## config.mk

```make
export PLATFORM = sky130hd
export DESIGN_NAME = shape_processor_cfg_arbiter
export DESIGN_NICKNAME = d
export VERILOG_FILES = /design/src/rtl/shape_processor_cfg_arbiter.sv
export SDC_FILE = /design/constraint.sdc
export NUM_CORES = 1
export LEC_CHECK = 0
export ABC_AREA = 1
export CAP_MARGIN = 20
export CORE_MARGIN = 2
export CORE_UTILIZATION = 34
export CTS_CLUSTER_DIAMETER = 200
export CTS_CLUSTER_SIZE = 25
export DETAILED_ROUTE_END_ITERATION = 10
export SLEW_MARGIN = 15
export SYNTH_ARGS = -nofsm -noshare
export SYNTH_HDL_FRONTEND = slang
export SYNTH_SLANG_ARGS = --single-unit
```

## constraint.sdc

```tcl
create_clock -name clk -period 1.96 [get_ports clk]
set_input_delay 0.49 -clock clk [delete_from_list [all_inputs] [get_ports clk]]
set_output_delay 0.49 -clock clk [all_outputs]
set_load 0.05 [all_outputs]
```

## src/rtl/shape_processor_cfg_arbiter.sv

```systemverilog
// Round-robin arbiter that shares one shape-processor control-SFR port between NUM_REQ requesters.
// Define SHAPE_PROCESSOR_CFG_READBACK_EN to read back and compare every write before responding.
module shape_processor_cfg_arbiter #(
  parameter int          NUM_REQ       = 2,
  parameter logic [31:0] READBACK_MASK = 32'hFFFF_FFFF
) (
  input  logic                  clk,
  input  logic                  rst_n,
  input  logic [NUM_REQ-1:0]    req_valid,
  output logic [NUM_REQ-1:0]    req_ready,
  input  logic [NUM_REQ-1:0]    req_write,
  input  logic [NUM_REQ*32-1:0] req_data,
  output logic [NUM_REQ-1:0]    rsp_valid,
  output logic [31:0]           rsp_data,
  output logic                  rsp_error,
  output logic                  rsp_mismatch,
  output logic                  write,
  output logic [31:0]           write_data,
  output logic                  read,
  input  logic [31:0]           read_data,
  input  logic                  error,
  output logic                  busy
);

  localparam int PTR_W = (NUM_REQ > 1) ? $clog2(NUM_REQ) : 1;
`ifdef SHAPE_PROCESSOR_CFG_READBACK_EN
  localparam bit VERIFY_EN = 1'b1;
`else
  localparam bit VERIFY_EN = 1'b0;
`endif

  typedef enum logic [1:0] {IDLE, ISSUE, VERIFY, RESP} state_t;

  state_t             state;
  logic [PTR_W-1:0]   ptr;
  logic [PTR_W-1:0]   owner;
  logic [PTR_W-1:0]   grant_idx;
  logic               grant_found;
  logic               armed;
  logic               accept;
  logic               wr_q;
  logic               err_q;
  logic [31:0]        data_q;
  logic [31:0]        accept_data;
  logic [PTR_W:0]     cand_sum;
  logic [PTR_W-1:0]   cand;
  logic [NUM_REQ-1:0] owner_onehot;

  // First pending requester at or after ptr, wrapping modulo NUM_REQ.
  always_comb begin
    grant_found = 1'b0;
    grant_idx   = '0;
    cand_sum    = '0;
    cand        = '0;
    for (int i = 0; i < NUM_REQ; i++) begin
      cand_sum = {1'b0, ptr} + (PTR_W+1)'(i);
      if (cand_sum >= (PTR_W+1)'(NUM_REQ))
        cand_sum = cand_sum - (PTR_W+1)'(NUM_REQ);
      cand = cand_sum[PTR_W-1:0];
      if (!grant_found && req_valid[cand]) begin
        grant_found = 1'b1;
        grant_idx   = cand;
      end
    end
  end

  // armed keeps the grant quiet during the first cycle after reset release.
  assign accept       = (state == IDLE) && armed && grant_found;
  assign accept_data  = req_data[{grant_idx, 5'd0} +: 32];
  assign req_ready    = accept ? ({{(NUM_REQ-1){1'b0}}, 1'b1} << grant_idx) : '0;
  assign owner_onehot = {{(NUM_REQ-1){1'b0}}, 1'b1} << owner;
  assign busy         = (state != IDLE);

  always_ff @(posedge clk or negedge rst_n) begin
    if (!rst_n) begin
      state        <= IDLE;
      ptr          <= '0;
      owner        <= '0;
      armed        <= 1'b0;
      wr_q         <= 1'b0;
      err_q        <= 1'b0;
      data_q       <= '0;
      write        <= 1'b0;
      write_data   <= '0;
      read         <= 1'b0;
      rsp_valid    <= '0;
      rsp_data     <= '0;
      rsp_error    <= 1'b0;
      rsp_mismatch <= 1'b0;
    end else begin
      armed        <= 1'b1;
      write        <= 1'b0;
      write_data   <= '0;
      read         <= 1'b0;
      rsp_valid    <= '0;
      rsp_data     <= '0;
      rsp_error    <= 1'b0;
      rsp_mismatch <= 1'b0;
      case (state)
        IDLE: begin
          if (accept) begin
            owner  <= grant_idx;
            wr_q   <= req_write[grant_idx];
            data_q <= accept_data;
            ptr    <= (grant_idx == PTR_W'(NUM_REQ-1)) ? '0 : grant_idx + PTR_W'(1);
            if (req_write[grant_idx]) begin
              write      <= 1'b1;
              write_data <= accept_data;
            end else begin
              read <= 1'b1;
            end
            state <= ISSUE;
          end
        end
        ISSUE: begin
          err_q <= error;
          if (wr_q && VERIFY_EN) begin
            read  <= 1'b1;
            state <= VERIFY;
          end else begin
            rsp_valid <= owner_onehot;
            rsp_data  <= wr_q ? 32'd0 : read_data;
            rsp_error <= error;
            state     <= RESP;
          end
        end
        // Only reachable with readback enabled; the write strobe already happened.
        VERIFY: begin
          rsp_valid    <= owner_onehot;
          rsp_data     <= read_data;
          rsp_error    <= err_q | error;
          rsp_mismatch <= |((read_data ^ data_q) & READBACK_MASK);
          state        <= RESP;
        end
        RESP: state <= IDLE;
        default: state <= IDLE;
      endcase
    end
  end

endmodule

```

==> metrics.sh <==
SYNTH_NETS=658
NUMBER_OF_ANTENNA_VIOLATIONS_AT_THE_FIRST_CHECK_IN_GLOBAL_ROUTING=0
NUM-NETS-FINAL=854
SYNTHMOSTINSTANTIATEDCELL='sky130_fd_sc_hd__nor2_1'
CRITPATHMAXFANOUT=3
WORST_SKEW_PAIR.LATE_LATENCY_PS=340
SYNTHESIS.AREA_PER_INSTANCE_SQ_UM=8.41
WORST_R2R_STARTPOINT='state[1]'
CRITPATHREQUIREDTIME_PS=1470
CELL_LEAKAGE_POWER_nW=3.86
HPWLAFTERDP_UM=9640
CTS_BUFFER_DEPTH=2
REGTOREGENDPOINT='wr_q'
SETUP_VIOLATIONS=1
CRITICAL_PATH_BUF_INV_COUNT=3
HOLD_END='rsp_valid[0]'
WIRE_LENGTH_OF_THE_FIRST_GLOBAL_ROUTING_PASS_UM=21000
IOS=176
CLK_PIN_SLEW_PS=80
SYNTH.LARGEST_AREA_CELL='sky130_fd_sc_hd__dfrtp_1'
INITIAL_CORE_UTIL=0.349
R2R_CELLS=8
SYNTHTOLAYOUTAREAGROWTH_PCT=52.4
CRITPATHLAUNCHTYPE='flip-flop'
GRT_USE_MET1=0.240
POSTSYNTHCELLCOUNT=551
VDD_IR_DROP_MAX_mV=0.556
VIOLATIONS='negative setup slack'
DPL-INSTANCE-AREA_SQ_MM=0.00665
CTS_TREE='done'
CTS_MAX_LEVEL=3
TIMING.HOLD.WORST_PATH_DEPTH=1
PWR_DENSITY_CELL_mW_PER_MM2=1250
KIND_OF_CELL_WITH_THE_HIGHEST_COMBINED_DELAY_ON_THE_CRITICAL_PATH='flip-flops'
DRIVE_GT1_FRAC=0.153
POST-ROUTE-DRC-COUNT=0
SLEW_HEADROOM=0.658
REGISTER_AREA_SQ_MM=0.00273
DIE_Y_UM=121
TOTAL_POWER_W=0.00880
MULTI_INPUT_AREA_SQ_MM=0.00158
WORSTSETUPPATHTYPE='reg2out'
FINAL_CELL_AREA_SQ_MM=0.00706
MET3_TRACK_USAGE_GR=0.0401
FINALHOLDVIOLATIONS=0
WORST-R2R-SETUP-SLACK_PS=310
ROUTE.ANTENNA.REMAINING_NETS=0
YS_SEQ_AREA_FRAC=0.588
HOLDCRITSTARTPOINT='owner'
SYNTH_ENABLE_FLOP_CELLS=0
FINALMAXSLEWVIOLATIONS=0
TIMING.CRITICAL_PATH.MODE_CELL='sky130_fd_sc_hd__nor2_4'
CP_CAPTURE_TYPE='output pin'
YS_DOMINANT_REG_CELL='sky130_fd_sc_hd__dfrtp_1'
YS_SEQ_ELEMENTS=109
CLOCK-ROOT-BUFFER='sky130_fd_sc_hd__clkbuf_16'
POSTROUTEWIRELENGTH_UM=13300
SYNTH.TOP_CELLS.BY_COUNT='sky130_fd_sc_hd__nor2_1, sky130_fd_sc_hd__nand2_1, sky130_fd_sc_hd__dfrtp_1, sky130_fd_sc_hd__inv_1, sky130_fd_sc_hd__o21ai_0'
DIODES=0
CRIT_ARRIVAL_PS=1520
STATUS='finished, violations left'
DIE_WIDTH_UM=121
FILL_CELLS=1255
SYNTH.LIB_CELLS_USED.DISTINCT=25
TIGHTESTPINTRANSITION_PS=512
FINAL_CORE_UTIL=0.531
VIA_COUNT=4054
PORT_BUFFERS=175
SYNTH.TOP_CELLS.BY_AREA='sky130_fd_sc_hd__dfrtp_1, sky130_fd_sc_hd__nor2_1, sky130_fd_sc_hd__nand2_1'
USE_MET2=0.314
RSZ0062_AT_GRT='true'
CTS_BUFFERS=9
GRT_USAGE=0.186
ASYNC_RESET_FF_FRAC=1.00
GRT_START_MAX_NET_PINS=57
FMAX_MHz=497
FINALWEIGHTEDCONGESTION=0.809
FINALWORSTPATHREQUIREDPERIOD_PS=2010
FIN_WORST_SKEW_PS=11.0
SYNTH.CELL_AREA_SQ_MM=0.00464
MAXCAPVIOLCOUNT=0
SETUP_SLACK_PS=-52.5
HP-CLASS='reg2reg'
WORSTPATHCELLLIST='inv_2 -> ha_4 -> nand2_4 -> nor2_4 -> inv_4 -> nor2_4 -> buf_12'
INITIALDRTVIOLATIONCOUNT=212
GR-MAX-USAGE-LAYER='met2'
DESIGN.DIE.AREA_SQ_MM=0.0146
ROWS=42
SYNTH_TOP_AREA_SHARE=0.588
POST_DRT_WL_PER_CELL_UM=14.3
FINALCRITPERIODSHARE=1.03
CLOCK-SINKS=109
DR.PASS1.ITERS=4
GRT_PASS1_VIAS=4248
CORE_REGION_AREA_SQ_MM=0.0133
CP_SLOWEST_CELL='sky130_fd_sc_hd__dfrtp_1'
YS_WARN_COUNT=0
GRT_OVERFLOW=0
CPPEAKSTAGEDELAY_PS=400
VIASPERCELL=4.37
## how the worst max path moves through the flow
stage / startpoint / to / slack (ps) / cells after the start
final: state[1] / req_ready[0] / -50 / 7
after global routing: state[1] / req_ready[0] / -110 / 7
after CTS: state[0] / req_ready[0] / -50 / 7
after detailed placement: req_valid[0] / write_data[1] / -140 / 7
after global placement: req_valid[1] / write_data[14] / -120 / 8
after floorplan: state[0] / req_ready[0] / -40 / 8
## metal layers
metal | part of all wire | routed length [um]
met4 | 0.013 | 173
met3 | 0.059 | 785
met5 | 0 | 0
met1 | 0.44 | 5910
met2 | 0.48 | 6440
## flip-flops by register name, indices dropped and copies added (netlist names)
register      cells
rsp_error         1
data_q           32
write             1
err_q             1
rsp_data         32
write_data       32
rsp_mismatch      1
armed             1
wr_q              1
state             2
rsp_valid         2
read              1
ptr               1
owner             1
## report_power, final
group | leakage, nW | internal [W] | switching (W)
clock | 0.145 | 0.000972 | 0.000819
combinational | 2.28 | 0.00134 | 0.00247
sequential | 1.43 | 0.00291 | 0.000293
## per-stage QoR
step / setup TNS [ps] / setup slack (ps) / std cells / hold slack, ps
global placement: -4040 / -120 / 900 / 295
global route: -135 / -105 / 928 / 467
CTS: -46.2 / -46.2 / 921 / 457
detailed placement: -5470 / -140 / 900 / 295
finish: -52.5 / -52.5 / 928 / 455
floorplan: -40.0 / -40.0 / 551 / 194
## what timing repair did
action	in CTS	in global routing
gates resized for setup	29	10
pin swaps	1	4
endpoints found under the hold margin	1	0
endpoints found under the setup margin	20	10
setup buffers	4	7
hold buffers	1	0
## area by class of cell
cell class / count / area share
sequential: 109 / 0.386
inverter: 72 / 0.0390
timing repair buffer: 204 / 0.279
clock inverter: 4 / 0.00425
clock buffer: 12 / 0.0377
tap: 176 / 0.0312
multi-input combinational: 351 / 0.223
## cell usage in the layout, fill, tap and decap left out, types with 2 or more instances in the layout
cell / instances
sky130_fd_sc_hd__buf_12: 9
sky130_fd_sc_hd__buf_4: 65
sky130_fd_sc_hd__clkbuf_16: 9
sky130_fd_sc_hd__clkbuf_8: 3
sky130_fd_sc_hd__clkdlybuf4s50_1: 99
sky130_fd_sc_hd__dfrtp_1: 109
sky130_fd_sc_hd__dlygate4sd2_1: 20
sky130_fd_sc_hd__dlymetal6s2s_1: 9
sky130_fd_sc_hd__ha_1: 3
sky130_fd_sc_hd__inv_1: 67
sky130_fd_sc_hd__inv_2: 3
sky130_fd_sc_hd__inv_4: 2
sky130_fd_sc_hd__nand2_1: 110
sky130_fd_sc_hd__nor2_1: 150
sky130_fd_sc_hd__nor2_2: 3
sky130_fd_sc_hd__nor2_4: 6
sky130_fd_sc_hd__o21ai_0: 35
sky130_fd_sc_hd__o21ai_1: 27
sky130_fd_sc_hd__o21ai_2: 3
sky130_fd_sc_hd__xor2_1: 3
## cells by family after synthesis
kind of cell	Yosys count	share of synthesized area
xor gates and xnor gates	3	0.00567
other	1	0.000809
AOI/OAI and AO/OA	70	0.0826
adders and majority gates	4	0.0108
and+or+nand+nor	273	0.232
buffers and inverters	91	0.0799
DFF	109	0.588
No activity file was read; power rests on OpenSTA's default activity.
==> edit (same flow settings) <==
Change the parameter `NUM_REQ` from 2 to 1.
--- a/src/rtl/shape_processor_cfg_arbiter.sv
+++ b/src/rtl/shape_processor_cfg_arbiter.sv
@@ -3,3 +3,3 @@
 module shape_processor_cfg_arbiter #(
-  parameter int          NUM_REQ       = 2,
+  parameter int          NUM_REQ       = 1,
   parameter logic [31:0] READBACK_MASK = 32'hFFFF_FFFF
Interface: changed (5 resized); port bits go from 176 to 140. No check against the original RTL was run, so the function may have changed too.
==> edit against the original RTL <==
Sequential cell count shrank 3. Routed wire length down 22%. Die area is 10% lower. Clock power increased by 3%. Largest power group unchanged. Power down 5.9%. Worst setup slack better by 0.16 ns. Area after synthesis is 10% lower. Design area fell by 16%. Highest routed layer unchanged.
==> edit: results (changes against the original RTL) <==
metric	value	unit	change
commonest cells in the netlist	nand2_1, dfrtp_1, nor2_1		
synth top area cells	dfrtp_1, nand2_1, nor2_1		
inverters	68		-5.6%
CTS resizes	36		+24%
FF-to-FF End	data_q[10]		
DRT iter0 DRCs	151		-29%
Gate power share	39.6	%	-3.7 points
critical-path maximum fanout	4		+1
DP HPWL	7640	um	-21%
Reg area	0.00265	mm^2	-2.8%
GR Util met2	27.3	%	-4.1 points
dpl ws	0.0524	ns	+0.192 ns
Highest Clock Rate	539	MHz	+8.5%
worst hold slack	0.108	ns	-0.346 ns
Worst Skew	0.00431	ns	-0.00666 ns
Layout clock area frac	5.13	%	+0.93 points
final instance area	0.00596	mm^2	-16%
DR WL/cell	13.6	um	-4.9%
#MultiIn Comb	275		-22%
# nets final	681		-20%
Non-clock buffer share	23.6	%	-4.3 points
complex-gate fraction of the synthesized area	4.21	%	-4.0 points
placed cells	744		-17%
Cell variety after synth	18		-28%
pin count of the biggest net entering global routing	38		-33%
final wirelength	10300	um	-22%
Int Pwr	4.97	mW	-4.8%
Lkg Pwr	3.38	nW	-13%
R2R depth	7		-1
routing usage on met3	4.24	%	+0.23 points
gr usage total	16.6	%	-2.0 points
GPL Wtd Cong	0.760		-6.0%
num tapcells	147		-16%
Slew HR	66.0	%	+0.18 points
met2 routed WL	5040	um	-22%
post-synth net total	534		-19%
average size of a mapped cell	9.02	um^2	+7.2%
share of cell area taken by multi-input logic gates	19.3	%	-3.0 points
number of non-clock buffers in the layout	148		-27%
grt met1 use	21.3	%	-2.7 points
Net Switching	3.32	mW	-7.4%
TritonCTS Sinks	106		-2.8%
DR vias/cell	4.33		-0.90%
first-pass GRT wire length	16600	um	-21%
outcome	completed		
Filler Cell Count	1157		-7.8%
Reg power frac	38.0	%	+1.6 points
vias in the first global route	3385		-20%
Adder-Cell Fraction of Synth Area	1.20	%	+0.12 points
Hold-fix buffers, CTS	0		-1
## edit: changes by cell type after synthesis, moves of 4 or more
cell / unedited run / this run
buf_2: 8 / 2
inv_1: 70 / 66
nand2_1: 110 / 142
nor2_1: 151 / 89
nor2_2: 4 / 0
nor2_4: 4 / 0
o21ai_1: 27 / 1
o21ai_2: 4 / 0
## edit: worst max-delay path by stage
stage | startpoint | cells past startpoint | to | slack (ns)
floorplan | state[0] | 5 | req_ready | 0.30
finish | state[0] | 5 | req_ready | 0.10
CTS | rsp_data[20] | 1 | rsp_data[20] | 0.0002
global route | state[1] | 5 | req_ready | 0.02
global placement | read_data[14] | 10 | rsp_mismatch | 0.08
detailed placement | read_data[14] | 10 | rsp_mismatch | 0.05
## edit: critical path, cell delays in order, from the launching register on
cell and delay, ns:
dfrtp_1 0.41, inv_1 0.13, ha_4 0.17, nand3_4 0.07, inv_4 0.09, buf_12 0.14
